[src/rtl/lcd_pkg.sv]
// Shared constants and types for the LCD 1602A frame sequencer.
//   Command indices understood by the controller, pad character,
//   DDRAM geometry, refresh phase and sequencer state encodings.
package lcd_pkg;

  localparam logic [5:0] CMD_NONE  = 6'd0;
  localparam logic [5:0] CMD_INIT  = 6'd1;
  localparam logic [5:0] CMD_SEND  = 6'd3;
  localparam logic [5:0] CMD_CLEAR = 6'd4;

  localparam logic [7:0] PAD_CHAR = 8'h20;

  localparam int unsigned CHARS_PER_LINE = 16;
  localparam int unsigned LINE1_SPAN     = 40;
  localparam logic [7:0]  LINE2_BASE     = 8'h40;

  typedef enum logic [1:0] {
    PH_INIT,
    PH_CLEAR,
    PH_DATA
  } phase_t;

  typedef enum logic [2:0] {
    ST_IDLE,
    ST_ISSUE,
    ST_WAIT_DONE,
    ST_GAP,
    ST_FAIL
  } state_t;

  function automatic logic [5:0] phase_cmd(input phase_t ph);
    case (ph)
      PH_INIT:  return CMD_INIT;
      PH_CLEAR: return CMD_CLEAR;
      default:  return CMD_SEND;
    endcase
  endfunction

endpackage

[src/rtl/lcd_frame_buffer.sv]
// Host-written character frame buffer.
//   clk     : clock
//   wr_en   : synchronous write strobe
//   wr_addr : write index (0..DEPTH-1)
//   wr_data : character written
//   rd_addr : read index
//   rd_data : combinational read of mem[rd_addr]
module lcd_frame_buffer import lcd_pkg::*; #(
  parameter int unsigned DEPTH = 2 * CHARS_PER_LINE,
  parameter int unsigned AW    = $clog2(DEPTH)
) (
  input  logic          clk,
  input  logic          wr_en,
  input  logic [AW-1:0] wr_addr,
  input  logic [7:0]    wr_data,
  input  logic [AW-1:0] rd_addr,
  output logic [7:0]    rd_data
);

  logic [7:0] mem [DEPTH];

  always_ff @(posedge clk) begin
    if (wr_en) mem[wr_addr] <= wr_data;
  end

  assign rd_data = mem[rd_addr];

endmodule

[src/rtl/lcd_frame_sequencer.sv]
// Refreshes a 2x16 LCD 1602A from a 32-byte host frame buffer through the
// controller's command/handshake port. Each refresh issues INIT (first
// refresh after reset only), CLEAR, then 56 SEND_DATA writes: 16 line-1
// characters, 24 pad characters walking DDRAM to line 2, 16 line-2 characters.
//   clk, rst   : clock, synchronous active-high reset
//   wr_en/wr_addr/wr_data : host buffer write port (0-15 line 1, 16-31 line 2)
//   refresh    : single-cycle refresh request (one-deep pending while busy)
//   busy       : refresh in progress
//   done       : one-cycle pulse on completion
//   error      : sticky handshake timeout flag
//   lcd_cmd/lcd_enable/lcd_data/lcd_rdy : controller handshake port
module lcd_frame_sequencer #(
  parameter int unsigned CHARS_PER_LINE = 16,
  parameter int unsigned LINE1_SPAN     = 40,
  parameter logic [7:0]  PAD_CHAR       = 8'h20,
  parameter int unsigned ACK_TIMEOUT    = 16,
  parameter int unsigned DONE_CNT_W     = 22
) (
  input  logic       clk,
  input  logic       rst,
  input  logic       wr_en,
  input  logic [4:0] wr_addr,
  input  logic [7:0] wr_data,
  input  logic       refresh,
  output logic       busy,
  output logic       done,
  output logic       error,
  output logic [5:0] lcd_cmd,
  output logic       lcd_enable,
  output logic [7:0] lcd_data,
  input  logic       lcd_rdy
);
  import lcd_pkg::*;

  localparam int unsigned N_DATA = LINE1_SPAN + CHARS_PER_LINE;
  localparam int unsigned POS_W  = $clog2(N_DATA);
  localparam int unsigned AW     = $clog2(2 * CHARS_PER_LINE);
  localparam int unsigned ACK_W  = $clog2(ACK_TIMEOUT + 1);

  localparam logic [POS_W-1:0] POS_LAST = POS_W'(N_DATA - 1);
  localparam logic [POS_W-1:0] POS_PAD  = POS_W'(CHARS_PER_LINE);
  localparam logic [POS_W-1:0] POS_L2   = POS_W'(LINE1_SPAN);
  localparam logic [POS_W-1:0] L2_OFS   = POS_W'(LINE1_SPAN - CHARS_PER_LINE);
  localparam logic [ACK_W-1:0] ACK_LAST = ACK_W'(ACK_TIMEOUT);

  state_t                state, state_n;
  phase_t                phase, phase_n;
  logic [POS_W-1:0]      pos, pos_n;
  logic                  init_done, init_done_n;
  logic                  pending, pending_n;
  logic                  busy_n, done_n, error_n;
  logic [ACK_W-1:0]      ack_cnt, ack_cnt_n;
  logic [DONE_CNT_W-1:0] wd_cnt, wd_cnt_n;
  logic                  load_data;
  logic [AW-1:0]         rd_addr;
  logic [7:0]            rd_data;
  logic [7:0]            next_char;

  lcd_frame_buffer #(
    .DEPTH(2 * CHARS_PER_LINE)
  ) u_buf (
    .clk     (clk),
    .wr_en   (wr_en),
    .wr_addr (wr_addr),
    .wr_data (wr_data),
    .rd_addr (rd_addr),
    .rd_data (rd_data)
  );

  // The character is picked for the position about to be issued, so it is
  // looked up from the next phase/pos rather than the current ones.
  always_comb begin
    rd_addr = '0;
    if (pos_n < POS_PAD) rd_addr = AW'(pos_n);
    else if (pos_n >= POS_L2) rd_addr = AW'(pos_n - L2_OFS);
  end

  always_comb begin
    next_char = PAD_CHAR;
    if (phase_n == PH_DATA && (pos_n < POS_PAD || pos_n >= POS_L2))
      next_char = rd_data;
  end

  always_comb begin
    state_n     = state;
    phase_n     = phase;
    pos_n       = pos;
    init_done_n = init_done;
    pending_n   = pending;
    busy_n      = busy;
    done_n      = 1'b0;
    error_n     = error;
    ack_cnt_n   = ack_cnt;
    wd_cnt_n    = wd_cnt;
    load_data   = 1'b0;

    if (refresh && busy) pending_n = 1'b1;

    unique case (state)
      ST_IDLE: begin
        if (error) begin
          pending_n = 1'b0;
        end else if (done) begin
          // A request coinciding with done waits one IDLE cycle.
          pending_n = pending | refresh;
        end else if (refresh || pending) begin
          busy_n    = 1'b1;
          pending_n = 1'b0;
          phase_n   = init_done ? PH_CLEAR : PH_INIT;
          ack_cnt_n = '0;
          load_data = 1'b1;
          state_n   = ST_ISSUE;
        end
      end

      ST_ISSUE: begin
        // rdy is still high from idle in the first cycle, so it is ignored there.
        if (ack_cnt != '0 && !lcd_rdy) begin
          wd_cnt_n = '0;
          state_n  = ST_WAIT_DONE;
        end else if (ack_cnt == ACK_LAST) begin
          error_n   = 1'b1;
          busy_n    = 1'b0;
          pending_n = 1'b0;
          state_n   = ST_FAIL;
        end else begin
          ack_cnt_n = ack_cnt + 1'b1;
        end
      end

      ST_WAIT_DONE: begin
        if (lcd_rdy) begin
          state_n = ST_GAP;
        end else if (&wd_cnt) begin
          error_n   = 1'b1;
          busy_n    = 1'b0;
          pending_n = 1'b0;
          state_n   = ST_FAIL;
        end else begin
          wd_cnt_n = wd_cnt + 1'b1;
        end
      end

      ST_GAP: begin
        ack_cnt_n = '0;
        load_data = 1'b1;
        state_n   = ST_ISSUE;
        case (phase)
          PH_INIT: begin
            init_done_n = 1'b1;
            phase_n     = PH_CLEAR;
          end
          PH_CLEAR: begin
            phase_n = PH_DATA;
            pos_n   = '0;
          end
          default: begin
            if (pos == POS_LAST) begin
              done_n    = 1'b1;
              busy_n    = 1'b0;
              load_data = 1'b0;
              state_n   = ST_IDLE;
            end else begin
              pos_n = pos + 1'b1;
            end
          end
        endcase
      end

      ST_FAIL: begin
        state_n = ST_IDLE;
      end
    endcase
  end

  always_ff @(posedge clk) begin
    if (rst) begin
      state     <= ST_IDLE;
      phase     <= PH_INIT;
      pos       <= '0;
      init_done <= 1'b0;
      pending   <= 1'b0;
      busy      <= 1'b0;
      done      <= 1'b0;
      error     <= 1'b0;
      ack_cnt   <= '0;
      wd_cnt    <= '0;
      lcd_data  <= PAD_CHAR;
    end else begin
      state     <= state_n;
      phase     <= phase_n;
      pos       <= pos_n;
      init_done <= init_done_n;
      pending   <= pending_n;
      busy      <= busy_n;
      done      <= done_n;
      error     <= error_n;
      ack_cnt   <= ack_cnt_n;
      wd_cnt    <= wd_cnt_n;
      if (load_data) lcd_data <= next_char;
    end
  end

  assign lcd_enable = (state == ST_ISSUE) || (state == ST_WAIT_DONE);
  assign lcd_cmd    = lcd_enable ? phase_cmd(phase) : CMD_NONE;

endmodule
[config.mk]
export PLATFORM = sky130hd
export DESIGN_NAME = lcd_frame_sequencer
export DESIGN_NICKNAME = d
export VERILOG_FILES = /design/src/rtl/lcd_pkg.sv /design/src/rtl/lcd_frame_buffer.sv /design/src/rtl/lcd_frame_sequencer.sv
export SDC_FILE = /design/constraint.sdc
export NUM_CORES = 1
export LEC_CHECK = 0
export ABC_AREA = 1
export CAP_MARGIN = 20
export CELL_PAD_IN_SITES_DETAIL_PLACEMENT = 1
export CELL_PAD_IN_SITES_GLOBAL_PLACEMENT = 2
export CORE_AREA = 10 10 161 223
export CTS_CLUSTER_DIAMETER = 80
export DETAILED_ROUTE_END_ITERATION = 16
export DIE_AREA = 0 0 171 233
export GPL_TIMING_DRIVEN = 1
export PLACE_DENSITY = 0.94
export SLEW_MARGIN = 20
export SYNTH_ARGS = -nofsm -noshare
export SYNTH_HDL_FRONTEND = slang
export SYNTH_HIERARCHICAL = 1
export SYNTH_SLANG_ARGS = --single-unit
[constraint.sdc]
create_clock -name clk -period 7 [get_ports clk]
set_input_delay 1.75 -clock clk [delete_from_list [all_inputs] [get_ports clk]]
set_output_delay 1.75 -clock clk [all_outputs]
set_load 0.01 [all_outputs]
After elaboration in Yosys (flattened, before gate mapping)
Memories as Yosys holds them, arrays and structs flattened.
Index checks and enable logic that the tools add are counted.
Storage, ports and cells
  bits in registers: 51
  bits in latches: 0
  bits in writable memories: 256
  bits in read-only memories: 0
  input port bits: 18
  output and inout port bits: 18
  logic and storage cells: 131
  memories kept: 1
Operators by class
  $add $sub $neg: 4
  multiply operators: 0
  divide/modulo/power cells: 0
  magnitude comparators: 2
  eq/ne operators: 22
  shift operators: 0
  mux-type cells: 67
  bitwise operators: 2
  reductions and logical operators: 22
Memories
  u_buf.mem: depth 32, width 8, rd ports 1, clocked after Yosys merged registers in 0, wr ports 1, line lcd_frame_buffer.sv:20  | logic [7:0] mem [DEPTH];
Operators with widths (count)
  22-bit 2-to-1 mux: 3
  22-bit one-hot mux with 2 select lines: 1
  5-bit 2-to-1 mux: 7
  1-bit 2-to-1 mux: 32
  2-bit != test, second input constant: 12
  22-bit by 1-bit adder with 22-bit output, second input constant: 1
  22-bit AND reduction: 1
  3-bit 2-to-1 mux: 7
  6-bit 2-to-1 mux: 3
  3-bit one-hot mux with 5 select lines: 1
  5-bit one-hot mux with 3 select lines: 1
  6-bit one-hot mux with 2 select lines: 1
  10-bit AND reduction: 1
  5-bit AND reduction: 2
  8-bit 2-to-1 mux: 1
  2-bit one-hot mux with 2 select lines: 2
  6-bit by 1-bit adder with 6-bit output, second input constant: 1
  3-bit by 2-bit == test with 1-bit output, second input constant: 2
  6-bit == test, second input constant: 1
  6-bit greater-or-equal comparator, second input constant: 1
  6-bit by 5-bit < comparator with 1-bit output, second input constant: 1
  2-bit 2-to-1 mux: 3
  3-bit != test, second input constant: 2
  3-bit one-hot mux with 2 select lines: 1
  other kinds (26): 31

Logic depth before layout (Yosys ltp)
An unclocked memory read counts as a cell.
  depth in word-level cells: 9
  gate-level depth with buffers: 32
  depth with buffers taken out: 30

By module
Netlist, hierarchy kept.
By module, submodules not included
  lcd_frame_buffer: instances 1, cells each 914, area each 10626.4 um2, seq. area each 7687.4 um2
  lcd_frame_sequencer: instances 1, cells each 463, area each 3158.0 um2, seq. area each 1021.0 um2

Worst setup path after synthesis
No wires, ideal clock.
  kind: reg2reg
  start point: reg phase[0]
  end point: reg lcd_data[5]
  library setup time: 0.112 ns
  data arrival time: 3.070 ns
  data required time: 6.888 ns
  setup slack: 3.818 ns
  cell stages (with the launch flop): 33
  buffers on the path: 2
  clock period less this slack: 3.182 ns
  path through: dfxtp_1 > inv_1 > ha_1 > nor2_1 > inv_1 > nor2_4 > nand2_2 > inv_2 > nand2_1 > o21ai_2 > ha_1 > inv_1 > nor2_1 > nand3_1 > nand2_2 > nand2_2 > nand2_4 > inv_1 > nor2_1 > inv_2 > buf_6 > buf_6 > nand2_1 > nand3_1 > nand3_1 > nand2_1 > nand2_1 > nand2_1 > nand2_1 > nand2_1 > nand3b_1 > nand2_1 > nand2_1
On the way
  cells in the longest elaborated chain, start to end: 8
  elaborated cells between the ends (all ways): 22
  classes of those cells: add/sub (1); order compare (2); eq/ne (2); mux (12); reduce/logical (4); memory (1)
Ends and longest elaborated chain
  start: declaration: line lcd_frame_sequencer.sv:47  | phase_t phase, phase_n;
  start signal: assignment: line lcd_frame_sequencer.sv:191  | phase <= phase_n;
  2-bit by 1-bit == test with 1-bit output or 2-bit zero test (tied branches): line lcd_frame_sequencer.sv:148  | case (phase)
  6-bit one-hot mux with 2 select lines *: line lcd_frame_sequencer.sv:148
  6-bit 2-to-1 mux *: line lcd_frame_sequencer.sv:99  | unique case (state)
  via pos_n[3]: line lcd_frame_sequencer.sv:48  | logic [POS_W-1:0] pos, pos_n;
  6-bit greater-or-equal comparator: line lcd_frame_sequencer.sv:75  | else if (pos_n >= POS_L2) rd_addr = AW'(pos_n - L2_OFS);
  5-bit 2-to-1 mux: line lcd_frame_sequencer.sv:75
  5-bit 2-to-1 mux *: line lcd_frame_sequencer.sv:74  | if (pos_n < POS_PAD) rd_addr = AW'(pos_n);
  via rd_addr[0]: line lcd_frame_sequencer.sv:55  | logic [AW-1:0] rd_addr;
  memory 32 x 8 bit *
  via rd_data[5]: line lcd_frame_sequencer.sv:56  | logic [7:0] rd_data;
  8-bit 2-to-1 mux *: line lcd_frame_sequencer.sv:80  | if (phase_n == PH_DATA && (pos_n < POS_PAD || pos_n >= POS_L2))
  end signal: assignment: line lcd_frame_sequencer.sv:200  | if (load_data) lcd_data <= next_char;
  end: declaration: line lcd_frame_sequencer.sv:30  | output logic [7:0] lcd_data,
Mark *: on every way through the listed nets, which the timed path passes. The rest lies on a longest branch.
A chain may end at the register's enable or synchronous reset.

Worst setup path after layout
  start point: reg phase[0]
  end point: reg lcd_data[2]
Same word-level chain as after synthesis.

==> flow_summary.ini <==
[critical_path]
r2r_start = phase[0]
critPathMostFrequentCell = nand2_1
cp.required_ns = 7.44
critPathKind = reg2reg
slowest_stage = clkinv_2
end_kind = register
start_kind = register
path_buf_inv = 7
cp_max_fo = 68
critPathTopFamily = simple AND/OR/NAND/NOR gates
critPathMaxStageDelay_ns = 0.74
cp.arrival_ns = 5.34
crit_path_start = phase[0]

[hold_path]
hold_path_class = reg2reg
hp-start = init_done

[cts]
post-cts-setup-buffer-count = 0
cts_resized = 0
clk_pin_slew_ns = 0.06
clk_path_buf_depth = 3
cts_sinks = 307
cts_buffers = 30
htree_levels = 1
clk_latency_ns = 0.57
cts-root-buf = clkbuf_16
cts_tree = done
hold_buffers = 0

[power]
p_clk_share_pct = 40.0
power_switching_mw = 0.976
ir_drop_uv = 220
cellPowerDensity_nw_per_um2 = 269
seq_power_share_pct = 50.4
total_leakage_power_nw = 5.46
switching_share_pct = 23.9
internal_power_mw = 3.11
pwr-share-comb_pct = 9.5

[sta]
period_minus_slack_ns = 4.90
clock-skew-final_ns = 0.0128
worst_pin_slew_ns = 1.01
slew-limit-headroom_pct = 32.5
drv_slew = 0
rsz0062_at_grt = no
setup_viol = 0
post-route-period-util_pct = 70.0
clock.fmax_mhz = 204
hold_viol = 0
fin_tns_setup_ns = 0
hold-worst-slack_ns = 0.463

[logic_synthesis]
syn_area_per_cell_um2 = 10.0
synth_ff_type = edfxtp_1
synthXorXnorAreaFrac_pct = 0.826
yosysWarnings = 6
synth-compound-area-share_pct = 2.90
seq_area_frac_synth_pct = 63.2
ys_ff_latch = 307
syn_inst = 1377
synth_area_um2 = 13800
synth-edff-count = 256
synth.area.mux_share_pct = 0
synth.distinct_cells = 42
synth_top_family_by_area = simple AND/OR/NAND/NOR gates
synthArstFlopShare_pct = 0
yosys.area_share.simple_pct = 26.6
synthAdderAreaFrac_pct = 0.817

[floorplan]
rows = 77
ios = 36
core_area_um2 = 31600
die_h_um = 233
die_area_um2 = 39800
start_util_pct = 43.6
die_w_um = 171

[global_routing]
overflow = 0
antenna_found_initial = 0
grt_pass1_vias = 10400
grt_use_met1_pct = 20.3
grt-busiest-layer = met2
grt.total_usage_pct = 17.8
use_met3_pct = 2.17
grt_max_degree = 69
grt_pass1_wl_mm = 56.1
use_met2_pct = 33.6

[drt]
drt-vias-per-instance = 5.41
first_pass_iters = 5
drt_iter0_markers = 716
num_vias = 9800
routed_wl_mm = 35.4
drc = 0
ant_nets = 0
wl_per_cell_um = 19.5

[final_layout]
seqCellArea_um2 = 8710
multi_input_area_um2 = 4320
layout-drive-gt1-share_pct = 8.47
layoutNonFillerInstCount = 1812
n_antenna_cell = 0
area_growth_pct = 10.3
nFillCells = 3549
final_nets = 1420

[run_status]
status = finished clean

[place]
hpwlAfterDp_mm = 22.7
gp_congestion = 0.803
port_buffers = 32
post-place-cells = 1756

[run]
cap_violations = 0
-- through the flow --
step	instance area, um2	setup slack (ns)	power, mW	utilization, %
after detailed placement	14200	2.15	2.50	45.0
after global placement	14200	2.31	2.49	45.0
final	15200	2.10	4.09	48.1
after global routing	15200	1.60	4.25	48.1
after CTS	15200	2.07	4.13	48.1
after floorplan	13800	3.82	2.35	-
-- final cells by class --
class / count / share of cell area (%)
clock inverters: 14 / 1.06
inverters: 70 / 1.74
clock buffers: 42 / 5.54
repair buffers: 47 / 2.75
well taps: 395 / 3.25
multi-input cells: 937 / 28.4
flip-flops and latches: 307 / 57.3
-- cells by family after synthesis --
| family | after synthesis |
|---|---|
| AND/OR/NAND/NOR | 844 |
| flip-flops | 307 |
| buffers and inverters | 135 |
| AO/OA/AOI/OAI | 68 |
| XOR/XNOR | 13 |
| adder cells (fa/ha/maj) | 9 |
| other | 1 |
-- cell usage after synthesis (2+ instances only) --
cell	number	area share, %
edfxtp_1	256	56
nor2_4	3	0.25
nor3b_1	2	0.11
buf_1	2	0.054
a21oi_2	10	0.64
nor4_1	3	0.14
buf_2	16	0.58
or2_2	3	0.14
o21ai_0	12	0.44
ha_1	9	0.82
nand2_4	2	0.16
dfxtp_1	51	7.4
clkbuf_1	11	0.30
nand2_1	466	13
nand3_2	3	0.22
inv_2	9	0.25
buf_4	7	0.38
buf_6	28	2.3
nor3_1	12	0.44
xnor2_1	3	0.19
o211ai_1	3	0.16
nand3_1	233	8.5
xor2_1	10	0.64
nand2_2	10	0.45
inv_1	61	1.7
nor2_1	88	2.4
o21ai_1	7	0.25
nor2_2	5	0.23
nand3b_1	3	0.16
a21oi_1	31	1.1
nand4_1	7	0.32
-- layer usage --
metal | vias to the layer above | share of wire [%]
li1 | 4687 | -
met1 | 4862 | 41
met2 | 199 | 53
met3 | 52 | 3.6
met4 | 0 | 2.3
met5 | - | 0
-- final timing paths --
check / end / slack, ns / cells after the start
hold / removal: init_done / 0.46 / 2
setup reg to reg: lcd_data[2] / 2.10 / 30
hold reg to reg: init_done / 0.46 / 2
setup / recovery: lcd_data[2] / 2.10 / 30
-- state kept, by name, summed over array words and instances (netlist names) --
signal and flops:
pending 1, busy 1, wd_cnt 22, done 1, lcd_data 8, phase 2
ack_cnt 5, init_done 1, pos 6, state 3, u_buf/mem 256, error 1
-- power groups by stage --
stage | sequential, mW | clock, mW | combinational, mW
2_1_floorplan | 2.10 | 0 | 0.247
3_3_place_gp | 2.10 | 0 | 0.386
3_5_place_dp | 2.10 | 0 | 0.397
4_1_cts | 2.06 | 1.67 | 0.399
5_1_grt | 2.07 | 1.74 | 0.436
6_report | 2.06 | 1.64 | 0.390
-- cells in the final DEF, fill, tap and decap left out, types with 3 or more instances in the layout --
cell type	n
nor2_2	6
inv_2	8
clkbuf_16	31
nand3_1	233
a21oi_1	31
nand2_1	466
o21ai_0	11
nand3b_1	3
or2_2	3
xor2_1	10
nor3_1	12
edfxtp_1	256
nand4_1	7
nor4_1	3
a21oi_2	10
clkbuf_1	5
nor2_4	5
o211ai_1	3
clkdlybuf4s50_1	29
nand3_2	3
nor2_1	85
o21ai_1	8
xnor2_1	3
clkbuf_2	4
buf_4	15
conb_1	3
inv_1	61
bufinv_16	3
dfxtp_1	51
clkinv_2	6
nand2_2	10
buf_2	3
ha_1	9
-- tightest hold or removal path: cells and delay by family, from the launching register on --
family	cells	cell delay, ns
AO/OA/AOI/OAI	1	0.06
buffers and inverters	1	0.06
flip-flops	1	0.30
No activity file was read; power rests on OpenSTA's default activity.
